### config.mk
export PLATFORM = sky130hd
export DESIGN_NAME = alu_pwr_ctrl_flat
export DESIGN_NICKNAME = d
export VERILOG_FILES = /design/src/rtl/alu_pwr_ctrl_if.sv /design/src/rtl/alu_pwr_ctrl.sv /design/src/flat_wrapper.sv
export SDC_FILE = /design/constraint.sdc
export NUM_CORES = 1
export LEC_CHECK = 0
export ABC_AREA = 1
export CORE_ASPECT_RATIO = 0.9
export CORE_MARGIN = 2
export CORE_UTILIZATION = 30
export DETAILED_ROUTE_END_ITERATION = 7
export MAX_ROUTING_LAYER = met4
export PLACE_DENSITY = 0.5
export SKIP_LAST_GASP = 1
export SYNTH_ARGS = -nofsm -noshare
export SYNTH_HDL_FRONTEND = slang
export SYNTH_SLANG_ARGS = --single-unit
### constraint.sdc
create_clock -name clk -period 4.8 [get_ports clk]
set_clock_uncertainty 0.1 [all_clocks]
set_input_delay 0.96 -clock clk [delete_from_list [all_inputs] [get_ports clk]]
set_output_delay 0.96 -clock clk [all_outputs]
set_load 0.05 [all_outputs]
### src/rtl/alu_pwr_ctrl_if.sv
// ---------------------------------------------------------------------------
// alu_pwr_ctrl_if
// Bundles the request/handshake inputs and the power-control outputs of the
// ALU power-sequencing controller.
//   master : upstream requesters / power switch / testbench side
//            (drives requests, alu_busy and pwr_ack; observes controls)
//   slave  : the controller itself
// Signals:
//   wake_req, sleep_req, start_req   power requests (levels)
//   alu_busy                         ALU operation in flight
//   pwr_ack                          power-switch good (1 = rail up)
//   alu_pwr_en, iso_en, alu_rst_n    power switch enable, clamp enable,
//                                    active-low domain reset
//   ready                            ALU may accept start
//   pwr_fault                        switch handshake timed out
//   state_obs[2:0]                   current state encoding
// ---------------------------------------------------------------------------
interface alu_pwr_ctrl_if;
  logic       wake_req;
  logic       sleep_req;
  logic       start_req;
  logic       alu_busy;
  logic       pwr_ack;
  logic       alu_pwr_en;
  logic       iso_en;
  logic       alu_rst_n;
  logic       ready;
  logic       pwr_fault;
  logic [2:0] state_obs;

  modport master (
    output wake_req, sleep_req, start_req, alu_busy, pwr_ack,
    input  alu_pwr_en, iso_en, alu_rst_n, ready, pwr_fault, state_obs
  );

  modport slave (
    input  wake_req, sleep_req, start_req, alu_busy, pwr_ack,
    output alu_pwr_en, iso_en, alu_rst_n, ready, pwr_fault, state_obs
  );
endinterface

### src/rtl/alu_pwr_ctrl.sv
// ---------------------------------------------------------------------------
// alu_pwr_ctrl
// Power-sequencing controller for the power-gated ALU domain. Powers the
// domain up (switch enable, wait for pwr_ack, hold domain reset, hold
// isolation) and down (drain, set isolation, drop switch, wait for pwr_ack
// to fall). Isolation always covers the powered-off and in-reset windows.
//
// Ports:
//   clk   in  clock
//   rst   in  asynchronous active-high reset (forces OFF outputs at once)
//   bus   alu_pwr_ctrl_if.slave : requests, alu_busy, pwr_ack in;
//         alu_pwr_en, iso_en, alu_rst_n, ready, pwr_fault, state_obs out
//
// Build option:
//   ALU_PWR_AUTO_SLEEP_EN  when defined, ON falls into DRAIN after
//                          IDLE_CYCLES consecutive idle cycles.
// ---------------------------------------------------------------------------
module alu_pwr_ctrl #(
  parameter int ISO_SETUP   = 2,
  parameter int RST_CYCLES  = 4,
  parameter int ISO_HOLD    = 2,
  parameter int ACK_TIMEOUT = 64,
  parameter int IDLE_CYCLES = 256
) (
  input logic          clk,
  input logic          rst,
  alu_pwr_ctrl_if.slave bus
);

  function automatic int max2(input int a, input int b);
    return (a > b) ? a : b;
  endfunction

  localparam int MAX_PARAM = max2(max2(max2(ISO_SETUP, RST_CYCLES), max2(ISO_HOLD, ACK_TIMEOUT)),
                                  IDLE_CYCLES);
  localparam int CNT_W     = $clog2(MAX_PARAM) + 1;

  // Reload values: a timed state lasting N cycles counts N-1 .. 0.
  localparam logic [CNT_W-1:0] LD_ISO_SETUP = CNT_W'(ISO_SETUP - 1);
  localparam logic [CNT_W-1:0] LD_RST       = CNT_W'(RST_CYCLES - 1);
  localparam logic [CNT_W-1:0] LD_ISO_HOLD  = CNT_W'(ISO_HOLD - 1);
  localparam logic [CNT_W-1:0] LD_ACK       = CNT_W'(ACK_TIMEOUT - 1);
`ifdef ALU_PWR_AUTO_SLEEP_EN
  localparam logic [CNT_W-1:0] LD_IDLE      = CNT_W'(IDLE_CYCLES - 1);
`endif

  // FAULT lives on its own state bit; it reports 7 on state_obs and is told
  // apart from PWR_DN by pwr_fault.
  typedef enum logic [3:0] {
    S_OFF      = 4'd0,
    S_PWR_UP   = 4'd1,
    S_RST_HOLD = 4'd2,
    S_ISO_REL  = 4'd3,
    S_ON       = 4'd4,
    S_DRAIN    = 4'd5,
    S_ISO_SET  = 4'd6,
    S_PWR_DN   = 4'd7,
    S_FAULT    = 4'd8
  } state_t;

  state_t           state_reg, state_next;
  logic [CNT_W-1:0] cnt_reg, cnt_next;
  logic             pend_sleep_reg, pend_sleep_next;
  logic             pend_wake_reg, pend_wake_next;
  logic [7:0]       out_reg;
  logic             any_wake;

  // Output vector: {pwr_en, iso, rst_n, ready, fault, state_obs[2:0]}
  function automatic logic [7:0] decode(input state_t s);
    case (s)
      S_OFF:      decode = 8'b01000_000;
      S_PWR_UP:   decode = 8'b11000_001;
      S_RST_HOLD: decode = 8'b11000_010;
      S_ISO_REL:  decode = 8'b11100_011;
      S_ON:       decode = 8'b10110_100;
      S_DRAIN:    decode = 8'b10100_101;
      S_ISO_SET:  decode = 8'b11100_110;
      S_PWR_DN:   decode = 8'b01000_111;
      default:    decode = 8'b01001_111;  // FAULT
    endcase
  endfunction

  function automatic logic [CNT_W-1:0] entry_load(input state_t s);
    case (s)
      S_PWR_UP,
      S_PWR_DN:   entry_load = LD_ACK;
      S_RST_HOLD: entry_load = LD_RST;
      S_ISO_REL:  entry_load = LD_ISO_HOLD;
      S_ISO_SET:  entry_load = LD_ISO_SETUP;
`ifdef ALU_PWR_AUTO_SLEEP_EN
      S_ON:       entry_load = LD_IDLE;
`endif
      default:    entry_load = '0;
    endcase
  endfunction

  assign any_wake = bus.wake_req | bus.start_req;

  always_comb begin
    state_next      = state_reg;
    cnt_next        = cnt_reg;
    pend_sleep_next = pend_sleep_reg;
    pend_wake_next  = pend_wake_reg;

    case (state_reg)
      S_OFF: begin
        pend_wake_next = 1'b0;
        if (any_wake || pend_wake_reg) state_next = S_PWR_UP;
      end
      S_PWR_UP: begin
        if (bus.pwr_ack)         state_next = S_RST_HOLD;
        else if (cnt_reg == '0)  state_next = S_FAULT;
        else                     cnt_next   = cnt_reg - 1'b1;
      end
      S_RST_HOLD: begin
        if (cnt_reg == '0) state_next = S_ISO_REL;
        else               cnt_next   = cnt_reg - 1'b1;
      end
      S_ISO_REL: begin
        if (cnt_reg == '0) state_next = S_ON;
        else               cnt_next   = cnt_reg - 1'b1;
      end
      S_ON: begin
        // Wake/start win over a simultaneous sleep and cancel a pending one.
        if (any_wake) begin
          pend_sleep_next = 1'b0;
        end else if (bus.sleep_req || pend_sleep_reg) begin
          state_next      = S_DRAIN;
          pend_sleep_next = 1'b0;
        end
`ifdef ALU_PWR_AUTO_SLEEP_EN
        // The shared counter doubles as the idle timer while in ON.
        if (bus.alu_busy || any_wake) cnt_next   = LD_IDLE;
        else if (cnt_reg == '0)       state_next = S_DRAIN;
        else                          cnt_next   = cnt_reg - 1'b1;
`endif
      end
      S_DRAIN: begin
        if (!bus.alu_busy) state_next = S_ISO_SET;
      end
      S_ISO_SET: begin
        if (cnt_reg == '0) state_next = S_PWR_DN;
        else               cnt_next   = cnt_reg - 1'b1;
      end
      S_PWR_DN: begin
        if (!bus.pwr_ack)        state_next = S_OFF;
        else if (cnt_reg == '0)  state_next = S_FAULT;
        else                     cnt_next   = cnt_reg - 1'b1;
      end
      default: begin
        // FAULT: sticky until rst.
        state_next      = S_FAULT;
        pend_sleep_next = 1'b0;
        pend_wake_next  = 1'b0;
      end
    endcase

    // Requests against a sequence in progress are remembered, never abort it.
    if (state_reg inside {S_PWR_UP, S_RST_HOLD, S_ISO_REL}) begin
      if (any_wake)           pend_sleep_next = 1'b0;
      else if (bus.sleep_req) pend_sleep_next = 1'b1;
    end
    if (state_reg inside {S_DRAIN, S_ISO_SET, S_PWR_DN}) begin
      if (any_wake)           pend_wake_next = 1'b1;
      else if (bus.sleep_req) pend_wake_next = 1'b0;
    end

    if (state_next != state_reg) cnt_next = entry_load(state_next);
  end

  // Outputs are registered from the next-state decode so they switch on the
  // same edge as the state without any combinational path to the pins.
  always_ff @(posedge clk or posedge rst) begin
    if (rst) begin
      state_reg      <= S_OFF;
      cnt_reg        <= '0;
      pend_sleep_reg <= 1'b0;
      pend_wake_reg  <= 1'b0;
      out_reg        <= 8'b01000_000;
    end else begin
      state_reg      <= state_next;
      cnt_reg        <= cnt_next;
      pend_sleep_reg <= pend_sleep_next;
      pend_wake_reg  <= pend_wake_next;
      out_reg        <= decode(state_next);
    end
  end

  assign bus.alu_pwr_en = out_reg[7];
  assign bus.iso_en     = out_reg[6];
  assign bus.alu_rst_n  = out_reg[5];
  assign bus.ready      = out_reg[4];
  assign bus.pwr_fault  = out_reg[3];
  assign bus.state_obs  = out_reg[2:0];

endmodule
### src/flat_wrapper.sv
// flat-port wrapper written by rule: the top's interface ports become plain ports
module alu_pwr_ctrl_flat 
#(
  parameter int ISO_SETUP   = 2,
  parameter int RST_CYCLES  = 4,
  parameter int ISO_HOLD    = 2,
  parameter int ACK_TIMEOUT = 64,
  parameter int IDLE_CYCLES = 256
)
  (clk, rst, bus_wake_req, bus_sleep_req, bus_start_req, bus_alu_busy, bus_pwr_ack, bus_alu_pwr_en, bus_iso_en, bus_alu_rst_n, bus_ready, bus_pwr_fault, bus_state_obs);
  alu_pwr_ctrl_if bus_i ();
  input logic clk;
  input logic rst;
  input wire logic [$bits(bus_i.wake_req)-1:0] bus_wake_req;
  input wire logic [$bits(bus_i.sleep_req)-1:0] bus_sleep_req;
  input wire logic [$bits(bus_i.start_req)-1:0] bus_start_req;
  input wire logic [$bits(bus_i.alu_busy)-1:0] bus_alu_busy;
  input wire logic [$bits(bus_i.pwr_ack)-1:0] bus_pwr_ack;
  output wire logic [$bits(bus_i.alu_pwr_en)-1:0] bus_alu_pwr_en;
  output wire logic [$bits(bus_i.iso_en)-1:0] bus_iso_en;
  output wire logic [$bits(bus_i.alu_rst_n)-1:0] bus_alu_rst_n;
  output wire logic [$bits(bus_i.ready)-1:0] bus_ready;
  output wire logic [$bits(bus_i.pwr_fault)-1:0] bus_pwr_fault;
  output wire logic [$bits(bus_i.state_obs)-1:0] bus_state_obs;
  assign bus_i.wake_req = bus_wake_req;
  assign bus_i.sleep_req = bus_sleep_req;
  assign bus_i.start_req = bus_start_req;
  assign bus_i.alu_busy = bus_alu_busy;
  assign bus_i.pwr_ack = bus_pwr_ack;
  assign bus_alu_pwr_en = bus_i.alu_pwr_en;
  assign bus_iso_en = bus_i.iso_en;
  assign bus_alu_rst_n = bus_i.alu_rst_n;
  assign bus_ready = bus_i.ready;
  assign bus_pwr_fault = bus_i.pwr_fault;
  assign bus_state_obs = bus_i.state_obs;
  alu_pwr_ctrl #(.ISO_SETUP(ISO_SETUP), .RST_CYCLES(RST_CYCLES), .ISO_HOLD(ISO_HOLD), .ACK_TIMEOUT(ACK_TIMEOUT), .IDLE_CYCLES(IDLE_CYCLES)) u_core (.clk(clk), .rst(rst), .bus(bus_i));
endmodule
==> reports/metrics.cfg <==
[power]
leakage_nw=0.970
p_clk_share_pct=45.9
p_total_mw=0.362
ir_worst_vdd_uv=135
combPwrFrac_pct=2.9
switching_share_pct=16.9
internal_power_mw=0.301
pwr-share-seq_pct=51.1
p_sw_mw=0.0611
power_density_mw_per_mm2=200

[yosys]
ys_seq_elements=22
ys_seq_area_share_pct=36.1
synth.top_cells.by_area=dfrtp_1 34%, nand2_1 15%, inv_1 6.6%
avgSynthCellArea_um2=7.43
yosysTopAreaCell=dfrtp_1
postSynthCellCount=206
synthesis.nets=215
synth_top_area_share_pct=34.3
ys_warn_count=0
synth_area_mm2=0.00153
synth_cell_types=29

[run_status]
status=finished, final reports clean

[cts]
cts_setup_buffers=0
cts.sinks=22
max-clock-path-buffers=2
cts_hold_buffers=0
post_cts_resized=0
cts_buffers=3
cts-root-buf=clkbuf_8
htreeDepth=1
path_clk_slew_ps=80
clock_latency_ps=250
cts_tree=done

[placed_design]
dp_hpwl_um=2620
port_buffers=14
postPlaceCellArea_mm2=0.00174
dp.cells=284
place_congestion=0.875

[route]
route.final.wire_length_um=3220
wl_met2_um=1390
drt_iter0_drc=60
wl_met3_um=148
drt_pass1_iterations=4
postRouteAntennaNets=0
wl_met1_um=1660
drc=0
wl_per_cell_um=11.2
highest-signal-layer=met4
viasPerCell=4.59
num_vias=1321

[timing]
min_period_over_period_pct=55.8
setup_viol=0
maxSlewViolCount=0
relSlewSlack_pct=45.9
finalHoldViolCount=0
tightest_slew_ps=811
fin_crit_ps=2680
rsz0062_at_grt=no
worst_hold_slack_ps=442
fmax_ghz=0.373
setup-tns-final_ps=0

[run]
drv_cap=0

[final_layout]
stdcell_count=288
largest_reg_flops=9
drive_gt1_share_pct=13.5
final_nets=233
multiInputGateArea_um2=850
design_area_mm2=0.00182
diodes=0
num-fill-cells=518
area_growth_pct=18.6
regArea_um2=552

[critical_path]
arrival_ps=1620
path_max_fanout=4
cp-start-kind=register
cp_slowest_cell=clkdlybuf4s50_1
cp-end-kind=primary output
critical-path-max-stage-delay_ps=860
cp_data_required_time_ps=3740
crit_buf_inv=1
crit_family=buffers and inverters
path_class=register to primary output
crit_chain=clkdlybuf4s50_1

[floorplan]
dieArea_mm2=0.00569
start_util_pct=31.3
num_rows=24
fp.dieW_um=79.3
die_y_um=71.8
io-pin-count=15
coreArea_mm2=0.00489

[grt]
grt_max_degree=23
grt_pass1_wl_um=5830
antenna_found_initial=0
gr-total-overflow=0
globalRouteTotalUtil_pct=13.3
grt_pass1_vias=1274

[min_path]
min_path_type=register to register

-- final timing paths --
check                                   from  depth (start not counted)             endpoint  slack, ps
hold / removal             u_core.cnt_reg[1]                          2    u_core.cnt_reg[1]        440
setup / recovery           u_core.out_reg[3]                          1        bus_pwr_fault       2120
min in group asynchronous                rst                          2    u_core.out_reg[1]       1070
setup reg to reg           u_core.cnt_reg[0]                         14    u_core.cnt_reg[3]       2540
hold reg to reg            u_core.cnt_reg[1]                          2    u_core.cnt_reg[1]        440
max in group asynchronous                rst                          2  u_core.state_reg[0]       3040
-- metal layers --
layer | vias up | GRT usage, %
met5 | - | -
met4 | 0 | 2.87
met3 | 2 | 2.77
met2 | 27 | 19.9
met1 | 600 | 18.6
li1 | 692 | -
-- kinds of logic after synthesis --
logic type	share of synthesized area, %
flops	36.1
fa+ha+maj	1.64
xor+xnor	4.58
compound gates	6.46
simple gates	42.8
buf+inv	8.42
-- Yosys cell counts, drive strengths merged --
cell type and count:
o211ai 3, nand2 66, xor2 7, clkinv 1, a21oi 3, buf 1
nand4 8, nor3 4, xnor2 1, ha 2, nand3 17, nor2 28
a31oi 1, o21ai 6, dfrtp 21, o22ai 4, dfstp 1, nand3b 1
inv 31
-- through the flow --
stage               utilization, %  setup WS (ps)
detailed placement            35.6           1930
floorplan                        -           2530
global route                  37.1           1950
CTS                           37.1           2090
global placement              35.6           1970
finish                        37.1           2120
-- layout make-up --
class | count | area share [%]
multi-input combinational | 151 | 46.8
sequential | 22 | 30.4
timing repair buffer | 14 | 7.72
inverter | 32 | 6.69
tap | 65 | 4.48
clock buffer | 3 | 2.27
clock inverter | 1 | 1.65
-- power by group through the flow --
stage               Combinational [mW]  Clock (mW)  Sequential [mW]
detailed placement              0.0111           0            0.189
finish                          0.0106       0.166            0.185
CTS                             0.0111       0.176            0.185
floorplan                      0.00418           0            0.189
global route                    0.0125       0.183            0.185
global placement                0.0111           0            0.189
-- cells in the final DEF, fill, tap and decap left out, drive strengths merged --
cell	Yosys	routed
xor2	7	7
clkbuf	0	3
inv	31	31
nand3b	1	1
a31oi	1	1
dfrtp	21	21
clkdlybuf4s50	0	14
a21oi	3	3
ha	2	2
nand4	8	8
o22ai	4	4
o21ai	6	6
nor2	28	28
o211ai	3	3
clkinv	1	1
nand3	17	17
bufinv	0	1
dfstp	1	1
nand2	66	66
nor3	4	4
xnor2	1	1
No activity file was read; power rests on OpenSTA's default activity.
